$ cat config.mk
export PLATFORM = sky130hd
export DESIGN_NAME = credit_tx_queue
export DESIGN_NICKNAME = d
export VERILOG_FILES = /design/src/rtl/credit_tx_queue.sv
export SDC_FILE = /design/constraint.sdc
export NUM_CORES = 1
export LEC_CHECK = 0
export ABC_AREA = 1
export BUFFER_PORTS_ARGS = -buffer_cell sky130_fd_sc_hd__buf_2
export CORE_MARGIN = 3
export CORE_UTILIZATION = 25
export CTS_CLUSTER_DIAMETER = 80
export DETAILED_ROUTE_END_ITERATION = 8
export PLACE_DENSITY = 0.52
export SLEW_MARGIN = 20
export SYNTH_ARGS = -nofsm -noshare
export SYNTH_HDL_FRONTEND = slang
export SYNTH_SLANG_ARGS = --single-unit
$ cat constraint.sdc
create_clock -name clk -period 5.2 [get_ports clk]
set_input_delay 0.26 -clock clk [delete_from_list [all_inputs] [get_ports clk]]
set_output_delay 0.26 -clock clk [all_outputs]
set_load 0.02 [all_outputs]
$ cat src/rtl/credit_tx_queue.sv
// Credit-gated transmit queue: buffers producer words in a FIFO and forwards
// them onto the link only while credits remain; yumi pulses return credits.
module credit_tx_queue #(
  parameter int unsigned DATA_WIDTH   = 64,
  parameter int unsigned DEPTH        = 4,
  parameter int unsigned CREDIT_WIDTH = 3,
  parameter int unsigned INIT_CREDITS = 1
) (
  input  logic                      clk,
  input  logic                      rst,
  input  logic                      in_valid,
  input  logic [DATA_WIDTH-1:0]     in_data,
  output logic                      in_ready,
  output logic                      link_valid,
  output logic [DATA_WIDTH-1:0]     link_data,
  input  logic                      link_yumi,
  output logic [CREDIT_WIDTH-1:0]   credits,
  output logic [$clog2(DEPTH):0]    fifo_count,
  output logic                      credit_err
);

  localparam int unsigned PTR_W    = $clog2(DEPTH);
  localparam int unsigned CNT_W    = PTR_W + 1;
  localparam int unsigned MAX_CRED = (1 << CREDIT_WIDTH) - 1;

  logic [DATA_WIDTH-1:0]   mem_q [DEPTH];
  logic [PTR_W-1:0]        wr_ptr_q, wr_ptr_d;
  logic [PTR_W-1:0]        rd_ptr_q, rd_ptr_d;
  logic [CNT_W-1:0]        cnt_q, cnt_d;
  logic [CREDIT_WIDTH-1:0] cred_q, cred_d;
  logic                    err_q, err_d;
  logic                    push, pop;

  // Ready/valid are derived from registered state only, so there is no in->link path.
  assign in_ready   = !rst && (cnt_q != CNT_W'(DEPTH));
  assign link_valid = !rst && (cnt_q != '0) && (cred_q != '0);
  assign link_data  = link_valid ? mem_q[rd_ptr_q] : '0;
  assign credits    = cred_q;
  assign fifo_count = cnt_q;
  assign credit_err = err_q;

  assign push = in_valid && in_ready;
  assign pop  = link_valid;

  always_comb begin
    wr_ptr_d = wr_ptr_q;
    rd_ptr_d = rd_ptr_q;
    cnt_d    = cnt_q;
    cred_d   = cred_q;
    err_d    = err_q;

    if (push) wr_ptr_d = wr_ptr_q + PTR_W'(1);
    if (pop)  rd_ptr_d = rd_ptr_q + PTR_W'(1);

    if (push && !pop)      cnt_d = cnt_q + CNT_W'(1);
    else if (!push && pop) cnt_d = cnt_q - CNT_W'(1);

    // A yumi arriving at max credits saturates and latches the error flag.
    if (pop && !link_yumi) begin
      cred_d = cred_q - CREDIT_WIDTH'(1);
    end else if (!pop && link_yumi) begin
      if (cred_q == CREDIT_WIDTH'(MAX_CRED)) err_d = 1'b1;
      else                                   cred_d = cred_q + CREDIT_WIDTH'(1);
    end
  end

  always_ff @(posedge clk or posedge rst) begin
    if (rst) begin
      wr_ptr_q <= '0;
      rd_ptr_q <= '0;
      cnt_q    <= '0;
      cred_q   <= CREDIT_WIDTH'(INIT_CREDITS);
      err_q    <= 1'b0;
    end else begin
      wr_ptr_q <= wr_ptr_d;
      rd_ptr_q <= rd_ptr_d;
      cnt_q    <= cnt_d;
      cred_q   <= cred_d;
      err_q    <= err_d;
    end
  end

  // Payload storage needs no reset; occupancy is tracked by cnt_q.
  always_ff @(posedge clk) begin
    if (push) mem_q[wr_ptr_q] <= in_data;
  end

endmodule
# Word-level counts from Yosys, hierarchy flattened
# Memory sizes are Yosys's and may differ from the RTL's.
# Index checks and enable logic that the tools add are counted.
[word_totals]
output_inout_bits = 73
regBits = 11
latch_bits = 0
ram_bits = 256
memories = 1
mem_bits_ro = 0
word_cells = 42
[memory_table]
columns = ["name", "depth", "word_bits", "read_ports", "rd_clocked_by_memory_dff", "wr", "line", "rtl"]
rows = [
  ["mem_q", 4, 64, 1, 0, 1, "26", "logic [DATA_WIDTH-1:0] mem_q [DEPTH];"],
]
[op_classes]
bitwise = 1
mux = 8
n_lt_le_gt_ge = 0
multipliers = 0
n_shift = 0
n_eq_ne = 3
n_reduce_logical = 18
div_mod_pow = 0
addsub = 6
[ops]
columns = ["operator", "count"]
rows = [
  ["2-to-1 mux 64 bit", 1],
  ["2-to-1 mux 3 bit", 5],
  ["logical AND 1 bit", 8],
  ["adder 3 x 1 -> 3 bit (second input constant)", 2],
  ["nonzero test 3 bit", 2],
  ["subtractor 3 x 1 -> 3 bit (second input constant)", 2],
  ["adder 2 x 1 -> 2 bit (second input constant)", 2],
  ["logical NOT 1 bit", 4],
  ["nonzero test 2 bit", 2],
  ["== test 3 bit (second input constant)", 1],
  ["inequality test 3 bit (second input constant)", 1],
  ["AND reduction 3 bit", 1],
  ["2-to-1 mux 1 bit", 2],
  ["inequality test 2 bit (second input constant)", 1],
  ["AND reduction 2 bit", 1],
  ["inverter 1 bit", 1],
]

# Depth between registers and ports, before layout
[logic_depth]
ltp_word = 7
ltp_mapped = 12

# Least setup slack after synthesis
# No wires, ideal clock.
[synth_timing]
path_type = "register -> register"
startpoint = "register cnt_q[0], in the netlist fifo_count[0]"
endpoint = "memory mem_q[0][0], enable pin"
stages_incl_launch_ff = 5
period_less_slack_ps = 4067
arrival_ps = 3581
setup_slack_ps = 1133
path_buffers = 0
t_required_ps = 4713
path_cell_list = "dfrtp_1 -> nor2_2 -> nand2_1 -> nand3_1 -> nor2_1"
[synth_between]
elab_chain_cells = 5
[synth_rtl]
columns = ["element", "line", "rtl"]
rows = [
  ["start: declaration", "29", "logic [CNT_W-1:0] cnt_q, cnt_d;"],
  ["start signal: assignment", "77", "cnt_q <= cnt_d;"],
  ["inequality test 3 bit", "35", "assign in_ready = !rst && (cnt_q != CNT_W'(DEPTH));"],
  ["logical AND 1 bit", "35", ""],
  ["logical AND 1 bit", "42", "assign push = in_valid && in_ready;"],
  ["2-to-1 mux 1 bit", "85", "if (push) mem_q[wr_ptr_q] <= in_data;"],
  ["2-to-1 mux 1 bit (implied by the code)", "85", ""],
  ["end: declaration", "26", ""],
]
# Every way passes these cells.

# Worst setup path in the final report
[layout_timing]
startpoint = "register rd_ptr_q[0]"
endpoint = "output link_data[1]"
[layout_between]
elab_chain_cells = 2
[layout_rtl]
columns = ["element", "line", "rtl"]
rows = [
  ["start: declaration", "28", "logic [PTR_W-1:0] rd_ptr_q, rd_ptr_d;"],
  ["start signal: assignment", "76", "rd_ptr_q <= rd_ptr_d;"],
  ["memory (4 x 64 bit)", "-", ""],
  ["2-to-1 mux 64 bit", "37", "assign link_data = link_valid ? mem_q[rd_ptr_q] : '0;"],
  ["end: declaration", "15", "output logic [DATA_WIDTH-1:0] link_data,"],
]
# Every way passes these cells.

==> flow_summary.json <==
{
  "max_stage_delay_ns": 0.85,
  "leakage_uw": 0.00719,
  "place_hpwl_um": 17400,
  "ir_drop_mv": 0.252,
  "crit_type": "reg -> out",
  "setup_viol": 0,
  "clockBufferDepth": 3,
  "drtIter0Drc": 431,
  "cts.reportedPaths.clkPinSlew_ns": 0.06,
  "ys_seq_area_share_pct": 65.3,
  "fin_nets": 1511,
  "synth_edf_count": 256,
  "reg2reg_depth": 5,
  "die_w_um": 227,
  "postCtsResizedCells": 0,
  "crit_path_start_kind": "register",
  "rrSetupSlack_ns": 2.54,
  "n_fill_cell": 4887,
  "wl_um": 30200,
  "synth_common_cells": "367 x nand2_1, 286 x inv_1, 256 x edfxtp_1, 133 x nand3_1, 56 x inv_2",
  "pwr-share-comb_pct": 35.0,
  "worst_pin_slew_ns": 1.10,
  "synthArstFlopShare_pct": 4.12,
  "hold_violations": 0,
  "design_area_um2": 15100,
  "yosysTopAreaCellShare_pct": 63.1,
  "endpoint_kind": "output port",
  "p_per_area_nw_per_um2": 505,
  "hold_start": "link_yumi",
  "timing.setup.tns_ns": 0,
  "hold_depth": 5,
  "grtUsageTotal_pct": 11.7,
  "slew_headroom_pct": 26.5,
  "drive_gt1_share_pct": 21.3,
  "cts_sinks": 267,
  "ys.warnings.count": 0,
  "clock_skew_ns": 0.00940,
  "pre_cts_ws_ns": 2.10,
  "gp_congestion": 0.700,
  "crit_buf_inv": 4,
  "numCtsBuffers": 30,
  "yosys.area.top_type": "edfxtp_1",
  "hp-class": "in -> reg",
  "wl_per_cell_um": 14.6,
  "hold_buffers": 66,
  "placed_cell_area_um2": 13400,
  "post_cts_buffers": 0,
  "switching_share_pct": 38.7,
  "grt_pass1_vias": 8149,
  "cts_tree": "yes",
  "io_buffers": 140,
  "path_max_fanout": 90,
  "netlist_area_um2": 12200,
  "whs_endpoint": "credits[0]",
  "ant_nets": 0,
  "worstPathArrival_ns": 3.31,
  "seqPwrFrac_pct": 37.7,
  "cap_viol_max_count": 0,
  "synth_fp_nets": 1315,
  "dieArea_um2": 51400,
  "grt_pass1_wl_um": 46200,
  "synthCells": 1238,
  "core_um2": 47900,
  "fin_crit_sh_pct": 68.6,
  "fmax_mhz": 280,
  "yosys_most_used_dff": "edfxtp_1",
  "cp_top_family": "buffers and inverters",
  "avgSynthCellArea_um2": 9.84,
  "yosys.cell_types.count": 24,
  "antenna_found_initial": 5,
  "p_sw_uw": 2950,
  "slew_violations": 0,
  "status": "completed",
  "yosysMostFrequentCell": "nand2_1",
  "row_count": 80,
  "ys_ff_latch": 267,
  "area_growth_syn_to_layout_pct": 23.8,
  "path_common_cell": "nand2_1",
  "via_per_inst": 3.97,
  "crit_chain": "inv_4 > buf_4 > nand2_1 > nand3_1 > nand2_1 > nand2_1 > inv_1 > buf_2",
  "cts.htree.levels": 1,
  "post-route-util_pct": 31.5,
  "min_period_ns": 3.57,
  "start_util_pct": 25.4,
  "p_clk_share_pct": 27.3,
  "grt-ovfl-total": 0,
  "grt_max_degree": 91,
  "ctsRootBufferMaster": "clkbuf_16",
  "die_h_um": 227,
  "crit_slowest_cell": "inv_4",
  "clk-insertion-delay-late_ns": 0.56,
  "multiInputGateArea_um2": 2630,
  "ys_top_cells_by_area": "edfxtp_1 63%, nand2_1 11%, inv_1 8.8%, nand3_1 5.5%, nand2_2 2.6%",
  "route.detailed.drc": 0,
  "final_cells": 2075,
  "internal_power_uw": 4670,
  "via_count": 8236,
  "finalWorstSetupSlack_ns": 1.63,
  "drt_first_pass_iters": 5,
  "rsz0062_at_grt": "false",
  "cp.required_ns": 4.94,
  "r2r-end": "mem_q[1][33]",
  "ios": 141,
  "r2r_start": "fifo_count[0]",
  "dp_cells": 1951,
  "regArea_um2": 7970
}
==> power groups by stage <==
stage                     logic [uW]  registers [uW]  clock network, uW
final                           2660            2870               2080
after global routing            3010            2900               2250
after CTS                       2760            2880               2150
after detailed placement        2700            2920                  0
after global placement          2690            2920                  0
after floorplan                 2040            2790                  0
==> state kept, by name, summed over array words and instances (netlist names) <==
signal / cells
fifo_count: 3
wr_ptr_q: 2
credits: 3
rd_ptr_q: 2
mem_q: 256
credit_err: 1
==> cell families after synthesis <==
kind of cell	share of synthesized area, %
AND/OR/NAND/NOR	20.0
buffers and inverters	13.3
flip-flops	65.3
adder cells (fa/ha/maj)	1.05
AO/OA/AOI/OAI	0.164
XOR/XNOR	0.144
==> worst max path at each step <==
stage	startpoint	to	slack (ns)	cells past startpoint
after global routing	rd_ptr_q[0]	link_data[1]	1.31	8
after floorplan	fifo_count[0]	mem_q[0][0]	1.13	4
final	rd_ptr_q[0]	link_data[1]	1.63	8
after global placement	rd_ptr_q[0]	link_data[16]	2.13	8
after CTS	rd_ptr_q[0]	link_data[15]	1.47	8
after detailed placement	rd_ptr_q[0]	link_data[15]	2.10	8
==> metal layers <==
metal	part of all wire [%]	vias up	GRT usage [%]	routed length, um
li1	-	4158	-	-
met5	0.11	-	0	34
met2	50	158	20.6	15000
met3	5.3	37	2.65	1600
met1	43	3877	14.5	13100
met4	1.6	6	2.75	469
==> worst register-to-register path: cells and delay by family, from the launching register on <==
family,cells,cell delay (ns)
flip-flops,1,0.43
buffers and inverters,1,0.81
AND/OR/NAND/NOR,4,0.97
==> final cells by class <==
| type | instances | share of cell area (%) |
|---|---|---|
| sequential | 267 | 52.8 |
| multi-input combinational | 579 | 17.5 |
| timing repair buffer | 214 | 9.51 |
| inverter | 342 | 8.53 |
| clock buffer | 43 | 5.84 |
| tap | 615 | 5.10 |
| clock inverter | 13 | 0.688 |
| antenna | 2 | 0.0332 |
==> cell usage in the layout (no fill, tap or decap), types with 4 or more instances in the layout <==
cell type	n
inv_1	286
clkbuf_8	6
nand2_1	367
inv_2	55
buf_2	140
nand2_2	51
ha_1	7
dlygate4sd3_1	66
clkinv_2	4
nand4_1	4
clkbuf_1	6
buf_4	7
clkbuf_16	31
dfrtp_1	8
nor2_4	5
edfxtp_1	256
nand3_1	133
==> per-stage QoR <==
step / power [uW] / hold slack (ns)
after floorplan: 4830 / 0.0828
after global placement: 5610 / 0.258
after detailed placement: 5620 / 0.264
after CTS: 7780 / 0.0861
after global routing: 8170 / 0.131
final: 7610 / 0.122
(Power assumes the default switching activity.)
